## src/rtl/dbus_arbiter.sv

```systemverilog
// dbus_arbiter: shares the single CPU data bus between two masters.
// m0 (core data port) and m1 (loader/DMA) compete for one transfer per cycle.
// Ties are broken round-robin. A bounded burst lock limits how many back-to-back
// grants the owner gets while the other master waits. Read data is returned
// one cycle after the read to whichever master issued it.

// Protocol invariants for the arbiter, kept apart from the datapath.
module dbus_arbiter_chk (
    input logic clk,
    input logic rst,
    input logic m0_req,
    input logic m1_req,
    input logic m0_gnt,
    input logic m1_gnt,
    input logic bus_wr,
    input logic bus_rd,
    input logic m0_rvalid,
    input logic m1_rvalid
);

    // Only one master may own the bus in any cycle.
    a_gnt_onehot: assert property (@(posedge clk) disable iff (rst)
        !(m0_gnt && m1_gnt));

    // A grant is only ever given to a master that is asking for it.
    a_gnt0_req: assert property (@(posedge clk) disable iff (rst)
        m0_gnt |-> m0_req);

    a_gnt1_req: assert property (@(posedge clk) disable iff (rst)
        m1_gnt |-> m1_req);

    // A single granted transfer is either a write or a read, never both.
    a_wr_rd_excl: assert property (@(posedge clk) disable iff (rst)
        !(bus_wr && bus_rd));

    // A returned read belongs to exactly one master.
    a_rvalid_onehot: assert property (@(posedge clk) disable iff (rst)
        !(m0_rvalid && m1_rvalid));

endmodule

module dbus_arbiter #(
    parameter int ADDRWIDTH = 32,
    parameter int MAX_BURST = 4,
    parameter int CNTWIDTH  = 3
) (
    input  logic                 clk,
    input  logic                 rst,

    input  logic                 m0_req,
    input  logic                 m0_we,
    input  logic [ADDRWIDTH-1:0] m0_addr,
    input  logic [31:0]          m0_wdata,
    input  logic [3:0]           m0_wstrb,
    output logic                 m0_gnt,
    output logic                 m0_rvalid,
    output logic [31:0]          m0_rdata,

    input  logic                 m1_req,
    input  logic                 m1_we,
    input  logic [ADDRWIDTH-1:0] m1_addr,
    input  logic [31:0]          m1_wdata,
    input  logic [3:0]           m1_wstrb,
    output logic                 m1_gnt,
    output logic                 m1_rvalid,
    output logic [31:0]          m1_rdata,

    output logic                 bus_wr,
    output logic [ADDRWIDTH-1:0] bus_waddr,
    output logic [31:0]          bus_wdata,
    output logic [3:0]           bus_wstrb,
    output logic                 bus_rd,
    output logic [ADDRWIDTH-1:0] bus_raddr,
    input  logic [31:0]          bus_rdata
);

    typedef enum logic [1:0] {
        IDLE = 2'd0,
        OWN0 = 2'd1,
        OWN1 = 2'd2
    } state_e;

    localparam logic [CNTWIDTH-1:0] CNT_MAX  = CNTWIDTH'(MAX_BURST);
    localparam logic [CNTWIDTH-1:0] CNT_ONE  = CNTWIDTH'(1);
    localparam logic [CNTWIDTH-1:0] CNT_ZERO = {CNTWIDTH{1'b0}};

    // Arbitration state. last_q is the index of the most recently granted
    // master; resetting it to 1 makes m0 win the first tie.
    state_e                state_q, state_d;
    logic                  last_q,  last_d;
    logic [CNTWIDTH-1:0]   cnt_q,   cnt_d;

    // Outstanding read: valid flag and which master it belongs to.
    logic                  rd_pend_q, rd_pend_d;
    logic                  rd_own_q,  rd_own_d;

    logic                  gnt0;
    logic                  gnt1;
    logic                  below_max;
    logic [CNTWIDTH-1:0]   cnt_inc;

    assign below_max = (cnt_q < CNT_MAX);
    assign cnt_inc   = below_max ? (cnt_q + CNT_ONE) : CNT_MAX;

    // Grant decision and next arbitration state from current state and requests.
    always_comb begin
        gnt0    = 1'b0;
        gnt1    = 1'b0;
        state_d = state_q;
        last_d  = last_q;
        cnt_d   = cnt_q;
        case (state_q)
            IDLE: begin
                if (m0_req && (!m1_req || last_q)) begin
                    gnt0    = 1'b1;
                    state_d = OWN0;
                    cnt_d   = CNT_ONE;
                    last_d  = 1'b0;
                end else if (m1_req) begin
                    gnt1    = 1'b1;
                    state_d = OWN1;
                    cnt_d   = CNT_ONE;
                    last_d  = 1'b1;
                end else begin
                    state_d = IDLE;
                    cnt_d   = CNT_ZERO;
                end
            end
            OWN0: begin
                if (m0_req && (below_max || !m1_req)) begin
                    gnt0    = 1'b1;
                    state_d = OWN0;
                    cnt_d   = cnt_inc;
                    last_d  = 1'b0;
                end else if (m1_req) begin
                    gnt1    = 1'b1;
                    state_d = OWN1;
                    cnt_d   = CNT_ONE;
                    last_d  = 1'b1;
                end else begin
                    state_d = IDLE;
                    cnt_d   = CNT_ZERO;
                end
            end
            OWN1: begin
                if (m1_req && (below_max || !m0_req)) begin
                    gnt1    = 1'b1;
                    state_d = OWN1;
                    cnt_d   = cnt_inc;
                    last_d  = 1'b1;
                end else if (m0_req) begin
                    gnt0    = 1'b1;
                    state_d = OWN0;
                    cnt_d   = CNT_ONE;
                    last_d  = 1'b0;
                end else begin
                    state_d = IDLE;
                    cnt_d   = CNT_ZERO;
                end
            end
            default: begin
                state_d = IDLE;
                cnt_d   = CNT_ZERO;
                last_d  = 1'b1;
            end
        endcase
    end

    // No transfer can be accepted while reset is held, so every output is quiet.
    assign m0_gnt = gnt0 & ~rst;
    assign m1_gnt = gnt1 & ~rst;

    // Record a granted read so its data can be routed back next cycle.
    always_comb begin
        rd_pend_d = 1'b0;
        rd_own_d  = rd_own_q;
        if (m0_gnt && !m0_we) begin
            rd_pend_d = 1'b1;
            rd_own_d  = 1'b0;
        end else if (m1_gnt && !m1_we) begin
            rd_pend_d = 1'b1;
            rd_own_d  = 1'b1;
        end else begin
            rd_pend_d = 1'b0;
            rd_own_d  = rd_own_q;
        end
    end

    // Arbitration and read-tracking registers; reset drops any pending read.
    always_ff @(posedge clk or posedge rst) begin
        if (rst) begin
            state_q   <= IDLE;
            last_q    <= 1'b1;
            cnt_q     <= CNT_ZERO;
            rd_pend_q <= 1'b0;
            rd_own_q  <= 1'b0;
        end else begin
            state_q   <= state_d;
            last_q    <= last_d;
            cnt_q     <= cnt_d;
            rd_pend_q <= rd_pend_d;
            rd_own_q  <= rd_own_d;
        end
    end

    // Steer the granted master's transfer onto the bus; all fields zero otherwise.
    always_comb begin
        bus_wr    = 1'b0;
        bus_rd    = 1'b0;
        bus_waddr = {ADDRWIDTH{1'b0}};
        bus_wdata = 32'h0000_0000;
        bus_wstrb = 4'h0;
        bus_raddr = {ADDRWIDTH{1'b0}};
        if (m0_gnt) begin
            if (m0_we) begin
                bus_wr    = 1'b1;
                bus_waddr = m0_addr;
                bus_wdata = m0_wdata;
                bus_wstrb = m0_wstrb;
            end else begin
                bus_rd    = 1'b1;
                bus_raddr = m0_addr;
            end
        end else if (m1_gnt) begin
            if (m1_we) begin
                bus_wr    = 1'b1;
                bus_waddr = m1_addr;
                bus_wdata = m1_wdata;
                bus_wstrb = m1_wstrb;
            end else begin
                bus_rd    = 1'b1;
                bus_raddr = m1_addr;
            end
        end else begin
            bus_wr = 1'b0;
            bus_rd = 1'b0;
        end
    end

    // Route last cycle's read data to its owner; the other master sees zeros.
    always_comb begin
        m0_rvalid = 1'b0;
        m1_rvalid = 1'b0;
        m0_rdata  = 32'h0000_0000;
        m1_rdata  = 32'h0000_0000;
        if (rd_pend_q) begin
            if (rd_own_q) begin
                m1_rvalid = 1'b1;
                m1_rdata  = bus_rdata;
            end else begin
                m0_rvalid = 1'b1;
                m0_rdata  = bus_rdata;
            end
        end else begin
            m0_rvalid = 1'b0;
            m1_rvalid = 1'b0;
        end
    end

    dbus_arbiter_chk u_chk (
        .clk       (clk),
        .rst       (rst),
        .m0_req    (m0_req),
        .m1_req    (m1_req),
        .m0_gnt    (m0_gnt),
        .m1_gnt    (m1_gnt),
        .bus_wr    (bus_wr),
        .bus_rd    (bus_rd),
        .m0_rvalid (m0_rvalid),
        .m1_rvalid (m1_rvalid)
    );

endmodule
```

## config.mk

```make
export PLATFORM = sky130hd
export DESIGN_NAME = dbus_arbiter
export DESIGN_NICKNAME = d
export VERILOG_FILES = /design/src/rtl/dbus_arbiter.sv
export SDC_FILE = /design/constraint.sdc
export NUM_CORES = 1
export LEC_CHECK = 0
export CAP_MARGIN = 20
export CORE_AREA = 2 2 135 137
export DETAILED_ROUTE_END_ITERATION = 10
export DIE_AREA = 0 0 137 139
export PLACE_DENSITY = 0.55
export SLEW_MARGIN = 15
export SYNTH_ARGS = -nofsm -noshare
export SYNTH_HDL_FRONTEND = slang
export SYNTH_SLANG_ARGS = --single-unit
```

## constraint.sdc

```tcl
create_clock -name clk -period 5.9 [get_ports clk]
set_input_delay 1.18 -clock clk [delete_from_list [all_inputs] [get_ports clk]]
set_output_delay 1.18 -clock clk [all_outputs]
set_load 0.05 [all_outputs]
```

Word-level counts from Yosys, hierarchy flattened:

Cells that the tools add are included.
W data, S select, Z words.

* add/subtract/negate cells: 1
* $lt $le $gt $ge: 1
* equality and inequality tests: 3
* mux-type cells: 65
* bitwise operators: 3
* reduce and logical (&&, ||, !) cells: 14

Operators with widths (count)
* $mux W32: 16
* $mux W1: 33
* $mux W4: 4
* $mux W3: 3
* $pmux W1 S3: 3
* $pmux W3 S3: 1
* $mux W2: 4
* $pmux W2 S3: 1
* $logic_and A1 B1 Y1: 5
* $logic_not A1 Y1: 4
* $add A3 B1 Y3 const B: 1
* $logic_or A1 B1 Y1: 3
* $lt A3 B3 Y1 const B: 1
* $ne A3 B3 Y1 const B: 1
* $and A1 B1 Y1: 2
* $eq A2 B1 Y1 const B: 1
* $eq A2 B2 Y1 const B: 1
* $logic_not A2 Y1: 1
* $reduce_bool A2 Y1: 1
* $not A1 Y1: 1

* register bits: 8
* bits of input ports: 174
* output and inout bits: 170
* logic and storage cells: 92

Depth between registers and ports, before layout:

Gate-level depths: netlist of the first run.

* depth after elaboration: 9
* gate-level depth with buffers: 8
* mapped depth without buffers: 4

Worst setup path after synthesis of the first run:

OpenSTA, ideal clock, no wires.

* kind: input to output
* from: input m0_req
* to: output bus_waddr[21]
* arrival: 2.792 ns
* required time: 4.720 ns
* setup slack: 1.928 ns
* cell stages on the path: 7
* path buffers: 3
* path through: buf_2 nand2_1 o32ai_2 nor4b_4 buf_2 buf_2 a22o_1

* longest elaborated chain between the ends: 8
* elaborated cells on any way between the ends: 18
* classes of those cells: mux (11); bitwise (2); reduce/logical (5)

Ends and longest elaborated chain
* from (decl): line 50 `input logic m0_req,`
* $logic_not A1 Y1: line 146 `if (m1_req && (below_max || !m0_req)) begin`
* $logic_or A1 B1 Y1: line 146
* $logic_and A1 B1 Y1: line 146
* $mux W1: line 146
* $pmux W1 S3: line 112 `case (state_q)`
* $and A1 B1 Y1: line 171 `assign m1_gnt = gnt1 & ~rst;`
* $mux W32: line 224 `end else if (m1_gnt) begin`
* $mux W32 *: line 214 `if (m0_gnt) begin`
* to (decl): line 69 `output logic [ADDRWIDTH-1:0] bus_waddr,`

Every way passes the cells marked *; elsewhere a longest branch is shown, timed or not.

Worst setup path after layout of the first run:

* from: input m1_req
* to: output bus_wstrb[3]

* longest elaborated chain between the ends: 8
* elaborated cells on any way between the ends: 19
* classes of those cells: mux (11); bitwise (2); reduce/logical (6)

Ends and longest elaborated chain
* from (decl): line 59 `input logic m1_req,`
* $logic_not A1 Y1: line 114, 130
* $logic_or A1 B1 Y1 (on tied branches): line 130, 114
* $logic_and A1 B1 Y1 (on tied branches): line 130, 114
* $mux W1 (on tied branches): line 130, 114
* $pmux W1 S3: line 112
* $and A1 B1 Y1: line 171
* $mux W4: line 224
* $mux W4 *: line 214
* to (decl): line 71 `output logic [3:0] bus_wstrb,`

Marked as above.

==> summary.md, run 1 <==
| Metric | Value |
|---|---|
| Status | completed |
| Power Internal | ~430 uW |
| Arr. time, crit path | slightly above 4000 ps |
| Remaining antenna violation count | 0 |
| Synth area leaders | a22o_1, and3_1, and2_1 |
| # rows | 49 |
| Vias in the first global route | 3,643 |
| Clk pwr share | about 14% |
| Final worst slack | about 650 ps |
| Kind of start point of the critical path | primary input |
| Die H | roughly 140 microns |
| Leakage | around 0.0022 uW |
| Hold Buf Count CTS | 0 |
| Via density | 4.381 |
| GRT Overall Usage | around 14% |
| Syn-to-layout area delta | 193.5% |
| Synth top area share | between 40% and 50% |
| Tcrit/Tclk final | ~89% |
| Core ar. | about 18,000 sq um |
| Hold endpoint | last_q$_DFFE_PP1P_ |
| Resize count post-CTS | 0 |
| Port Buf Inserts | approximately 340 |
| Crit Reg-Reg Endpoint | rd_pend_q$_DFF_PP0_ |
| Syn Inst Count | 250 |
| Worst hold stages | 2 |
| Commonest cells after routing, fill and taps aside | clkdlybuf4s50_1, a22o_1, and3_1 |
| Leading area contributor after synthesis | a22o_1 |
| FF-to-FF path depth | 5 |
| H-tree depth | 1 |
| RSZ-0062 raised after global routing | false |
| Crit path required time | roughly 4700 ps |
| Clock root buffer | clkbuf_16 |
| Setup WS pre-CTS | around 630 ps |
| IR drop worst, VDD | roughly 80 uV |
| R2r setup slk | between 3000 and 4000 ps |
| Final HPWL DP | between 10,000 and 15,000 microns |
| Final Critical Period | 5250 ps |
| Hold Path Class | reg -> reg |
| Setup violations, final | 0 |
| CTS tree | yes |
| Io pins | ~340 |
| Sw Pwr | roughly 410 uW |
| Fillers | about 1,800 |
| MaxCap Viol Count | 0 |
| TritonCTS Buffers | 3 |
| Initial core utilization | around 11% |
| DRT Pass-1 Iters | 4 |
| Pwr/cell area | about 150 nW/um^2 |
| Starting DRT DRC Count | 130 |
| FFs w/ async S/R, synth | 100.0% |
| Count of warnings emitted by yosys | 0 |
| Sw Ratio | about half |
| Sequential power share | 8.6% |
| Syn avg cell area | approximately 7.8 sq um |
| Final Slew Violations | 0 |
| Combinational share of power | 77.4% |
| Fin. Hold Viols | 0 |
| Mapped Area | ~2000 sq um |
| Synth Net Count | around 430 |
| Worst R2R Start | state_q[1]$_DFF_PP0_ |
| # DRC | 0 |
| CTS Buffer Depth | 2 |
| Pwr Total | about 840 uW |
| Reg clk slew, reported paths | 40 ps |
| Fmax | ~190 MHz |
| Synthesized flop and latch total | 8 |
| Placed Cells | ~800 |
| Final #Nets | 755 |
| Post-CTS setup buffer count | 0 |
| Clock sink total | 8 |
| Post-synth EDFFs | 0 |
| Chip Width | 137 microns |
| Aggregate routed wire length | 14,840 microns |
| Fin cells | a little over 800 |
| Leading cell type in the layout, fill and taps excluded | clkdlybuf4s50_1 |
| Vias | 3,557 |
| Die Area | 19,040 sq um |
| Overflow after GRT | 0 |
| HP Start | last_q$_DFFE_PP1P_ |
| Crit Path Class | in -> out |
| Worst-Margin Slew | roughly 600 ps |
| Layout cells sized above 1 | under 10% |
| Max_slew headroom | between 60% and 70% |
| Setup_tns | 0 ps |
| Routed WL per cell | roughly 18 microns |
| First-pass GRT wire length | ~21,000 microns |
| Final Wtd Congestion | slightly above 0.9 |
| Clk_lat worst skew | about 230 ps |
| Antenna violations before repair | 4 |
| Crit Path Max Fanout | 22 |
| Worst Setup End Kind | primary output |
| Sequential area share after synthesis | approximately a tenth |
| Clock skew | just over 2 ps |
| Largest net degree at the start of global routing | 61 |
| Top_reg_cell synth | dfrtp_1 |
| Core Util, Final | approximately 33% |
| Synth cell types | 31 |
## critical path, cell delays in order
cell,delay (ps)
clkdlybuf4s50_1,510
nor2b_1,180
o21ai_0,350
and4_2,640
buf_12,230
a22o_1,160
clkdlybuf4s50_1,820
## layout make-up
cell class | count | area, sq um | area share (%)
antenna | 4 | 10.01 | 0.1744
clock buffer | 4 | 78.83 | 1.373
inverter | 4 | 15.01 | 0.2616
multi-input combinational | 205 | 1579 | 27.51
sequential | 8 | 201.4 | 3.510
tap | 229 | 286.5 | 4.992
timing repair buffer | 358 | 3568 | 62.18
## routing by layer
metal / vias up / routed length [microns] / part of all wire (%) / GRT usage (%)
met5: - / 0 / 0 / 0
met4: 0 / 109 / 0.73 / 3.039
met3: 8 / 1600 / 11 / 3.801
met2: 249 / 7841 / 53 / 27.57
met1: 1641 / 5291 / 36 / 15.01
li1: 1659 / - / - / -
## worst max path at each step
stage	startpoint	cells after the start	slack, ps	endpoint
5_1_grt	m1_req	7	440	bus_wdata[3]
6_report	m1_req	7	650	bus_wstrb[3]
4_1_cts	m1_req	7	620	bus_wstrb[3]
2_1_floorplan	m0_req	7	1930	bus_waddr[21]
3_5_place_dp	m1_req	7	630	bus_wstrb[3]
3_3_place_gp	m1_req	7	690	bus_waddr[28]
## Yosys cell counts (all sizes together) (2+ instances only)
| master | n |
|---|---|
| a31o | 2 |
| a22o | 100 |
| nand2 | 3 |
| inv | 4 |
| or2 | 3 |
| nor2 | 5 |
| a21oi | 4 |
| clkbuf | 15 |
| o21ai | 2 |
| and3 | 34 |
| and2 | 33 |
| buf | 18 |
| nor2b | 4 |
| dfrtp | 7 |
| o211ai | 2 |
## per-stage QoR
step / cell area, sq um / hold slack (ps)
after floorplan: 1956 / 529.2
after global placement: 5650 / 570.6
after detailed placement: 5650 / 553.2
after CTS: 5729 / 557.1
after global routing: 5739 / 585.5
final: 5739 / 547.8
## cells by family after synthesis
group	synth area share, %
compound gates	50.54
flops	10.30
buf+inv	9.532
simple gates	28.98
fa+ha+maj	0.6397
## power by group through the flow
| stage | clock network [uW] | registers [uW] | logic [uW] |
|---|---|---|---|
| floorplan | 0 | 71.8 | 361 |
| global placement | 0 | 72.6 | 650 |
| detailed placement | 0 | 73.1 | 654 |
| CTS | 121 | 72.4 | 657 |
| global route | 124 | 73.9 | 684 |
| finish | 117 | 72.6 | 652 |
## registers in the layout (all words and copies together) (netlist names)
name / cells
rd_own_q: 1
state_q: 2
last_q: 1
cnt_q: 3
rd_pend_q: 1
(Power assumes the default switching activity.)
==> run 2: changes to the inputs <==
--- a/config.mk
+++ b/config.mk
@@ -7,6 +7,7 @@
 export LEC_CHECK = 0
 export CAP_MARGIN = 20
 export CORE_AREA = 2 2 135 137
+export CTS_CLUSTER_DIAMETER = 120
 export DETAILED_ROUTE_END_ITERATION = 10
 export DIE_AREA = 0 0 137 139
 export PLACE_DENSITY = 0.55
==> results of run 2 <==
Final layout, timing and power as in run 1 (identical DEF).
==> run 3: changes to the inputs <==
--- a/config.mk
+++ b/config.mk
@@ -6,11 +6,12 @@
 export NUM_CORES = 1
 export LEC_CHECK = 0
 export CAP_MARGIN = 20
-export CORE_AREA = 2 2 135 137
+export CORE_AREA = 2 2 132 134
 export CTS_CLUSTER_DIAMETER = 120
+export CTS_CLUSTER_SIZE = 16
 export DETAILED_ROUTE_END_ITERATION = 10
-export DIE_AREA = 0 0 137 139
-export PLACE_DENSITY = 0.55
+export DIE_AREA = 0 0 134 136
+export PLACE_DENSITY = 0.58
 export SLEW_MARGIN = 15
 export SYNTH_ARGS = -nofsm -noshare
 export SYNTH_HDL_FRONTEND = slang
==> constraint.sdc (replaced) <==
create_clock -name clk -period 4.7 [get_ports clk]
set_input_delay 0.94 -clock clk [delete_from_list [all_inputs] [get_ports clk]]
set_output_delay 0.94 -clock clk [all_outputs]
set_load 0.05 [all_outputs]
==> run 3 against run 2 <==
Utilization grew 6.3 points. Power grew 39%. Die area shrank 4.3%. Sequential share of layout area shrank 0.43 points. Clock skew grew 2.5 ps. Register-to-register slack lost 1200 ps. Highest routed layer unchanged.
==> summary.md, run 3 (same netlist as run 1, synthesis figures left out) <==
| Metric | Value |
|---|---|
| Starting DRT DRC Count | 143 (+10%) |
| Reg clk slew, reported paths | 40 ps (about the same) |
| MaxCap Viol Count | 0 (unchanged) |
| GRT Overall Usage | 15.34% (+1.1 points) |
| Worst R2R Start | state_q[1]$_DFF_PP0_ |
| Setup violations, final | 0 (unchanged) |
| Hold Buf Count CTS | 0 (unchanged) |
| CTS Buffer Depth | 2 (unchanged) |
| Fin. Hold Viols | 0 (unchanged) |
| Vias | 3,517 (-1.1%) |
| Syn-to-layout area delta | 234.9% |
| Chip Width | 134 microns (-2.2%) |
| Clk_lat worst skew | 230 ps (about the same) |
| Io pins | 344 (unchanged) |
| # rows | 48 (-2.0%) |
| Pwr/cell area | 179.1 nW/um^2 (+22%) |
| Clock sink total | 8 (unchanged) |
| Port Buf Inserts | 343 (unchanged) |
| TritonCTS Buffers | 3 (unchanged) |
| H-tree depth | 1 (unchanged) |
| Post-CTS setup buffer count | 0 (unchanged) |
| Kind of start point of the critical path | primary input |
| FF-to-FF path depth | 5 (unchanged) |
| Placed Area | 6471 sq um (+15%) |
| Worst-Margin Slew | 814.8 ps (+230.9 ps) |
| Leakage | 0.002667 uW (+19%) |
| Final Critical Period | between 4000 and 5000 ps |
| Largest Register | cnt_q |
| Fmax | between 200 and 250 MHz |
| Resize count post-CTS | 0 (unchanged) |
| Commonest cells after routing, fill and taps aside | clkdlybuf4s50_1, a22o_1, buf_12 |
| Crit Path Class | in -> out |
| Crit Reg-Reg Endpoint | rd_pend_q$_DFF_PP0_ |
| Max_slew headroom | 45.68% (-15 points) |
| Die H | 136 microns (-2.2%) |
| First-pass GRT wire length | 21,650 microns (+3.3%) |
| Worst hold stages | 2 (unchanged) |
| Tcrit/Tclk final | 90.47% |
| Final #Nets | 747 (-1.1%) |
| Final Wtd Congestion | 0.8444 (-7.6%) |
| # DRC | 0 (unchanged) |
| Worst Setup End Kind | primary output |
| Clock root buffer | clkbuf_16 |
| Post-layout instance area | 6550 sq um (+14%) |
| Hold Path Class | reg -> reg |
| Setup_tns | 0 ps (unchanged) |
| Vias in the first global route | 3,616 (-0.74%) |
| Routed WL per cell | 19.40 microns (+6.1%) |
| Crit path required time | 3760 ps (-960 ps) |
| DRT Pass-1 Iters | 4 (unchanged) |
| Antenna violations before repair | 0 (-4) |
| Largest registers | cnt_q: 3 flops, state_q: 2 flops |
| Final Slew Violations | 0 (unchanged) |
| Via density | 4.418 (+0.86%) |
| Leading cell type in the layout, fill and taps excluded | clkdlybuf4s50_1 |
| Remaining antenna violation count | 0 (unchanged) |
| Die Area | 18,220 sq um (-4.3%) |
| Arr. time, crit path | 3310 ps (-760 ps) |
| Largest net degree at the start of global routing | 70 (+15%) |
| Initial core utilization | 11.59% (+0.51 points) |
| RSZ-0062 raised after global routing | false |
| Clock skew | 4.622 ps (+2.543 ps) |
| Final HPWL DP | 12,780 microns (+6.0%) |
| IR drop worst, VDD | 131.8 uV (+63%) |
| Largest register FFs | 3 (unchanged) |
| Core ar. | 16,880 sq um (-4.4%) |
| Layout cells sized above 1 | 21.72% (+16 points) |
| CTS tree | yes |
| Diodes inserted | 0 (-4) |
| Status | completed |
| Overflow after GRT | 0 (unchanged) |
| Aggregate routed wire length | 15,440 microns (+4.0%) |
| R2r setup slk | 2670 ps (-1210 ps) |
| HP Start | last_q$_DFFE_PP1P_ |
| Crit Path Max Fanout | 69 (+210%) |
| Hold endpoint | last_q$_DFFE_PP1P_ |
-- run 3: cell types whose count changed in the layout (fill, tap and decap cells not counted), sizes merged --
cell	before	now
buf	16	109
clkdlybuf4s50	342	241
diode	4	0
-- run 3: metal layers --
layer / wire (microns) / vias to the layer above / global-route usage [%]
met3: 1482 / 12 / 4.176
met4: 211 / 0 / 2.305
met2: 7882 / 229 / 28.97
met5: 0 / - / 0
met1: 5863 / 1637 / 17.50
li1: - / 1639 / -
-- run 3: final cells by class --
type,instances,area (sq um)
clock buffers,4,78.83
fillers,1635,10330
inverters,4,15.01
multi-input cells,205,1579
flip-flops and latches,8,201.4
well taps,225,281.5
repair buffers,350,4394
-- run 3: stage by stage --
| step | hold slack (ps) | std cells | util [%] | setup WS, ps | total power [uW] |
|---|---|---|---|---|---|
| floorplan | 529.2 | 250 | - | 1208 | 543.8 |
| global placement | 547.0 | 792 | 38.35 | 547.2 | 1023 |
| detailed placement | 592.6 | 792 | 38.35 | 490.2 | 1029 |
| CTS | 599.7 | 796 | 38.81 | 468.2 | 1184 |
| global route | 639.1 | 796 | 38.81 | 286.7 | 1219 |
| finish | 595.1 | 796 | 38.81 | 448.0 | 1173 |
-- run 3: critical path, cell delays in order --
cell,delay (ps)
clkdlybuf4s50_1,560
nand2_1,200
o32ai_2,160
nor4b_4,270
buf_4,670
a22o_1,320
buf_12,150
-- run 3: where the power goes --
part           switching (uW)  internal [uW]  leakage (uW)  total [uW]
logic                     485            431       0.00253         916
clock network            35.0            113     0.0000382         148
registers                29.0           80.2     0.0000995         109
total                     549            624       0.00267        1170
-- run 3: worst max path at each step --
stage / start / to / slack (ps)
after global placement: m0_req / bus_waddr[16] / 550
after floorplan: m0_req / bus_waddr[21] / 1210
after global routing: m0_req / bus_wdata[18] / 290
final: m0_req / bus_waddr[5] / 450
after CTS: m0_req / bus_wdata[18] / 470
after detailed placement: m0_req / bus_wdata[18] / 490
